`src/rtl/calc_sequencer.sv`:
```
// calc_sequencer: button-driven operand/op entry and timed result capture for the 4-bit signed calculator
module calc_sequencer #(
   parameter int DEBOUNCE_CYCLES = 500000,
   parameter int SETTLE_CYCLES = 4,
   parameter int CNT_W = 20
) (
   input  logic       clock,
   input  logic       reset_n,
   input  logic       btn_enter,
   input  logic       btn_clear,
   input  logic [3:0] sw_value,
   input  logic       sw_sign,
   input  logic [1:0] sw_op,
   input  logic [3:0] calc_q,
   input  logic [3:0] calc_sign_q,
   output logic [3:0] opA,
   output logic       signA,
   output logic [3:0] opB,
   output logic       signB,
   output logic [1:0] op_sel,
   output logic [3:0] result,
   output logic [3:0] result_sign,
   output logic [2:0] digit_en,
   output logic       busy,
   output logic       done
);
   typedef enum logic [2:0] {ENTER_A, ENTER_B, ENTER_OP, SETTLE, SHOW} stateT;
   localparam logic [CNT_W-1:0] debLoad = CNT_W'(DEBOUNCE_CYCLES);
   localparam logic [CNT_W-1:0] settleLoad = CNT_W'(SETTLE_CYCLES - 1);
   localparam logic [3:0] blankCode = 4'b1010;
   stateT state;
   logic [1:0] enterSync, clearSync;
   logic enterPrev, clearPrev, enterPress, clearPress, enterAccept, clearAccept;
   logic [CNT_W-1:0] enterHold, clearHold, settleCnt;
   assign enterAccept = enterSync[1] & ~enterPrev & (enterHold == '0);
   assign clearAccept = clearSync[1] & ~clearPrev & (clearHold == '0);
   // synchronise the raw buttons, detect rising edges and run independent hold-off windows
   always_ff @(posedge clock or negedge reset_n)
      if (!reset_n) begin
         enterSync <= '0;
         clearSync <= '0;
         enterPrev <= 1'b0;
         clearPrev <= 1'b0;
         enterPress <= 1'b0;
         clearPress <= 1'b0;
         enterHold <= '0;
         clearHold <= '0;
      end else begin
         enterSync <= {enterSync[0], btn_enter};
         clearSync <= {clearSync[0], btn_clear};
         enterPrev <= enterSync[1];
         clearPrev <= clearSync[1];
         enterPress <= enterAccept;
         clearPress <= clearAccept;
         enterHold <= enterAccept ? debLoad : (enterHold != '0) ? enterHold - 1'b1 : enterHold;
         clearHold <= clearAccept ? debLoad : (clearHold != '0) ? clearHold - 1'b1 : clearHold;
      end
   // entry sequence and result capture; clear overrides any enter in the same cycle
   always_ff @(posedge clock or negedge reset_n)
      if (!reset_n) begin
         state <= ENTER_A;
         settleCnt <= '0;
         opA <= '0;
         signA <= 1'b0;
         opB <= '0;
         signB <= 1'b0;
         op_sel <= '0;
         result <= '0;
         result_sign <= blankCode;
         digit_en <= 3'b001;
         busy <= 1'b0;
         done <= 1'b0;
      end else if (clearPress) begin
         state <= ENTER_A;
         settleCnt <= '0;
         opA <= '0;
         signA <= 1'b0;
         opB <= '0;
         signB <= 1'b0;
         op_sel <= '0;
         result <= '0;
         result_sign <= blankCode;
         digit_en <= 3'b001;
         busy <= 1'b0;
         done <= 1'b0;
      end else begin
         done <= 1'b0;
         case (state)
            ENTER_A: begin
               opA <= sw_value;
               signA <= sw_sign;
               if (enterPress) begin
                  state <= ENTER_B;
                  digit_en <= 3'b011;
               end
            end
            ENTER_B: begin
               opB <= sw_value;
               signB <= sw_sign;
               if (enterPress) state <= ENTER_OP;
            end
            ENTER_OP: begin
               op_sel <= sw_op;
               if (enterPress) begin
                  state <= SETTLE;
                  settleCnt <= settleLoad;
                  busy <= 1'b1;
               end
            end
            SETTLE: begin
               if (settleCnt == '0) begin
                  result <= calc_q;
                  result_sign <= calc_sign_q;
                  done <= 1'b1;
                  busy <= 1'b0;
                  digit_en <= 3'b111;
                  state <= SHOW;
               end else begin
                  settleCnt <= settleCnt - 1'b1;
               end
            end
            SHOW: begin
               if (enterPress) begin
                  state <= ENTER_A;
                  result <= '0;
                  result_sign <= blankCode;
                  digit_en <= 3'b001;
               end
            end
            default: state <= ENTER_A;
         endcase
      end
endmodule
```
`config.mk`:
```
export PLATFORM = sky130hd
export DESIGN_NAME = calc_sequencer
export DESIGN_NICKNAME = d
export VERILOG_FILES = /design/src/rtl/calc_sequencer.sv
export SDC_FILE = /design/constraint.sdc
export NUM_CORES = 1
export LEC_CHECK = 0
export ABC_AREA = 1
export CELL_PAD_IN_SITES_DETAIL_PLACEMENT = 0
export CELL_PAD_IN_SITES_GLOBAL_PLACEMENT = 1
export CORE_ASPECT_RATIO = 1.75
export CORE_MARGIN = 10
export CORE_UTILIZATION = 39
export DETAILED_ROUTE_END_ITERATION = 8
export HOLD_SLACK_MARGIN = 0.06
export PLACE_DENSITY = 0.74
export SYNTH_ARGS = -nofsm -noshare
export SYNTH_HDL_FRONTEND = slang
export SYNTH_SLANG_ARGS = --single-unit
export TNS_END_PERCENT = 30
```
`constraint.sdc`:
```
create_clock -name clock -period 1.65 [get_ports clock]
set_input_delay 0.33 -clock clock [delete_from_list [all_inputs] [get_ports clock]]
set_output_delay 0.33 -clock clock [all_outputs]
set_load 0.03 [all_outputs]
```
Word-level counts from Yosys, hierarchy flattened
Index checks and enable logic that the tools add are counted.

Bits in registers: 96. Input port bits: 19. Word-level logic and storage cells: 101.

$add $sub $neg: 3. Eq/ne operators: 10. Multiplexer cells: 43. Bitwise gates (word level): 6. Reductions and logical operators: 19.

Operators by type and width (count): 20-bit 2-to-1 mux (7); 20-bit zero test (3); 20-bit by 1-bit subtractor with 20-bit output (second input constant) (3); 4-bit 2-to-1 mux (10); 20-bit case mux with 2 select lines (1); 20-bit nonzero test (2); 3-bit 2-to-1 mux (8); 3-bit inequality test (second input constant) (6); 4-bit case mux with 2 select lines (2); 3-bit case mux with 5 select lines (1); 1-bit 2-to-1 mux (10); 2-bit nonzero test (5); 3-bit case mux with 3 select lines (1); 3-bit AND reduction (3); 3-bit by 2-bit == test with 1-bit output (second input constant) (2); 3-bit nonzero test (2); 5-bit AND reduction (1); 1-bit bitwise AND (4); 2-bit 2-to-1 mux (2); 4-bit AND reduction (1); 4-bit nonzero test (1); 3-bit by 1-bit == test with 1-bit output (second input constant) (1); 3-bit == test (second input constant) (1); 3-bit zero test (1); other kinds (2) (3).

Depth between registers and ports, before layout
Depth in word-level cells: 4. Depth in mapped cells: 13. Depth with buffers taken out: 12.

Least setup slack after synthesis
No wires, ideal clock.

Path kind: register to register. Start: reg enterHold[0]. End: reg enterHold[7]. Arrival: 1.530 ns. Data required time: 1.530 ns. Slack: 0.000 ns. Stages on the path, launching flop included: 12. Buffers on the path: 0. Period minus slack after synthesis: 1.650 ns. Cell sequence: dfrtp_1 > inv_1 > ha_1 > nand2_1 > inv_2 > nand2_1 > nor2_2 > nand3_2 > nand2_1 > inv_2 > nor2_1 > nor2_1.

Longest elaborated chain between the ends: 3. Elaborated cells between the ends (all ways): 7. Those cells by class: 1 x add/sub; 2 x mux; 1 x bitwise; 3 x reduce/logical.

Ends and longest elaborated chain: start: declaration (line 34) `logic [CNT_W-1:0] enterHold, clearHold, settleCnt;`; start signal: assignment (line 55) `enterHold <= enterAccept ? debLoad : (enterHold != '0) ? enterHold - 1'b1 : enterHold;`; 20-bit by 1-bit subtractor with 20-bit output / 20-bit zero test (equally long branches) (line 55, 35); 20-bit 2-to-1 mux / 1-bit bitwise AND (equally long branches) (line 55, 35); 20-bit 2-to-1 mux / 2-bit nonzero test (equally long branches).

Several ways; a longest one is shown, not always the timed one. The select of a mux whose other input is x is not followed. A chain may end at the register's enable or synchronous reset.

Final worst setup path
Start: reg settleCnt[0]. End: reg digit_en[1].

Longest elaborated chain between the ends: 3.

Ends and longest elaborated chain: start: declaration (line 34); start signal: assignment (line 106) `settleCnt <= settleLoad;`; start signal: assignment (line 119) `settleCnt <= settleCnt - 1'b1;`; 20-bit zero test (line 111) `if (settleCnt == '0) begin`; 3-bit inequality test (no line); 4-bit AND reduction (no line); end signal: assignment (line 94) `digit_en <= 3'b011;`; end signal: assignment (line 116) `digit_en <= 3'b111;`; end signal: assignment (line 127) `digit_en <= 3'b001;`; end: declaration (line 23) `output logic [2:0] digit_en,`.

Every way passes these cells.

==> summary.txt <==
Core Area - 12600 um^2
HP Start - clearSync[0]
Gate Count Post-Synth - 632
Ys Warns - 0
Die width - 106 um
Ant diodes - 0
Most used DFF post-synth - dfrtp_1
Clock skew - 10.9 ps
Worst path arrival time - 1900 ps
Reg2Reg Depth - 11
Fin Setup TNS - -26.3 ps
Final ANT Viol Nets - 0
FP Rows - 54
Drt first pass iters - 5
Fill cells - 1194
I/O Pins - 44
Final setup vio count - 1
Area Growth Syn to Fin - 37.5%
Fin. max-slew vios - 0
RSZ-0062 raised after global routing - yes
DR vias/cell - 4.83
Die area - 18100 um^2
Final WS setup - -26.3 ps
Post-synthesis sequential area ratio - 0.472
Failing checks - setup timing
Total track usage - 0.148
R2r setup slk - -30 ps
Setup crit start kind - register
Pwr Density - 1880 nW/um^2
Worst hold stages - 0
Synth unique cells - 38
Overall power - 13.0 mW
Syn avg cell area - 7.98 um^2
H-tree depth - 3
CP Class - register to register
Synth Register Bits - 95
Finished Cell Area - 6930 um^2
Final Routed Wirelength - 13400 um
Layout cell share with drive strength beyond 1 - 0.286
Pleak - 3.37 nW
Hold Crit Class - register to register
First-pass GRT wire length - 21700 um
Maxcap violations - 0
Input/output buffers - 42
Clk buf depth - 2
Dpl ws - -88.9 ps
Fmax - 597 MHz
RR Startpoint - settleCnt[0]
Gr ovfl total - 0
Die Y - 170 um
CP Capture Type - register
CTS sink cnt - 95
Endpoint, Worst Hold - clearSync[1]
Clock slew at reported path FFs - 60 ps
Vias - 4557
Latest clock arrival within the worst-skew pair - 350 ps
Final Cycle Share - 1.02
Starting DRT DRC Count - 169
Most common cell after layout, fill and taps aside - nand2_1
Initial antenna violation count - 0
Fin crit period - 1680 ps
Layout net count - 795
Synth Cell Area - 5040 um^2
Placer Congestion - 0.827
Commonest non-fill, non-tap cells in the layout - 128 x nand2_1, 93 x dfrtp_1, 91 x buf_4, 89 x nor2_1, 64 x inv_1
Hpwl dp - 10400 um
CTS root buffer - clkbuf_16
DP Area - 6260 um^2
Avg WL per Cell - 14.2 um
Syn nets - 655
Worst endpoint required time - 1870 ps
Initial core utilization - 0.401
Number of global-route vias before repair - 4673
Status - finished, violations left
Post-synth ARST share - 1.00
Worst vdd ir - 0.000798 V
CP max FO - 3
Largest net degree at the start of global routing - 44
Final hold viol count - 0
End of the worst register-to-register path - digit_en[1]
Post-synth EDFFs - 0
Remaining DRCs - 0
CTS Buf Count - 9
CTS tree - yes
## stage by stage
stage               utilization  hold WS [ps]  instances
global route              0.552           354        944
finish                    0.552           349        944
CTS                       0.528           351        932
global placement          0.498           276        916
floorplan                     -          34.4        632
detailed placement        0.498           280        916
## worst max-delay path by stage
stage / from / to
after detailed placement: settleCnt[0] / state[2]
after global placement: settleCnt[2] / settleCnt[17]
after floorplan: clearHold[0] / clearHold[12]
after CTS: settleCnt[1] / settleCnt[14]
after global routing: settleCnt[0] / result[1]
final: settleCnt[0] / digit_en[1]
## layout make-up
class / instances / area, um^2 / area share
tap: 168 / 210 / 0.0303
timing repair buffer: 136 / 1120 / 0.162
sequential: 95 / 2380 / 0.343
inverter: 78 / 295 / 0.0426
multi-input combinational: 452 / 2560 / 0.370
clock inverter: 6 / 134 / 0.0193
clock buffer: 9 / 225 / 0.0325
## sequential cells by signal (all words and copies together), names as in the netlist, 3 cells and up
register     count
state            3
enterHold       20
opB              4
result           4
clearHold       20
settleCnt       20
opA              4
result_sign      4
## cell usage after synthesis, types with 9 or more instances
cell type  count  share of area
o21ai_0       30          0.030
nand2_1      150           0.11
o21ai_2       14          0.024
mux2_2        10          0.022
nor3_1        18          0.018
nor2_1       100          0.074
xor2_1         9          0.016
xnor2_1       14          0.024
dfrtp_1       93           0.46
nand3_1       40          0.040
inv_1         73          0.054
nand4_1       17          0.021
## critical path: stages, from the launching register on
cell and delay [ps]:
dfrtp_1 400, inv_2 100, ha_4 140, inv_2 40, nor2_4 100, nand3_2 100
nor2_4 150, nand2_1 80, nand2_2 110, nand3b_1 150, nand2_1 120, o21ai_1 80
## layer usage
layer / vias to the layer above / wire length [um] / track usage
met2: 61 / 7950 / 0.299
met5: - / 0 / 0
met3: 23 / 329 / 0.0295
met1: 2174 / 4820 / 0.139
li1: 2299 / - / -
met4: 0 / 329 / 0.0597
## where the power goes
group | internal (mW) | switching [mW] | total (mW)
Sequential | 3.16 | 0.611 | 3.77
Combinational | 2.74 | 4.01 | 6.75
Clock | 1.63 | 0.896 | 2.52
Total | 7.52 | 5.52 | 13.0
## kinds of logic after synthesis
kind of cell / synth area share
compound gates: 0.0712
buf+inv: 0.0709
flops: 0.472
fa+ha+maj: 0.00992
simple gates: 0.313
mux: 0.0223
xor+xnor: 0.0399
other cells: 0.000743
## repair_timing
action                     in CTS  in global routing
hold endpoints to repair       21                  0
pin swaps                       1                 19
hold buffers                    1                  0
setup endpoints to repair      58                 74
gates cloned                    0                  2
gates resized for setup        36                 72
setup buffers                   0                 10
Note: power is estimated with default switching activity, not from simulation.
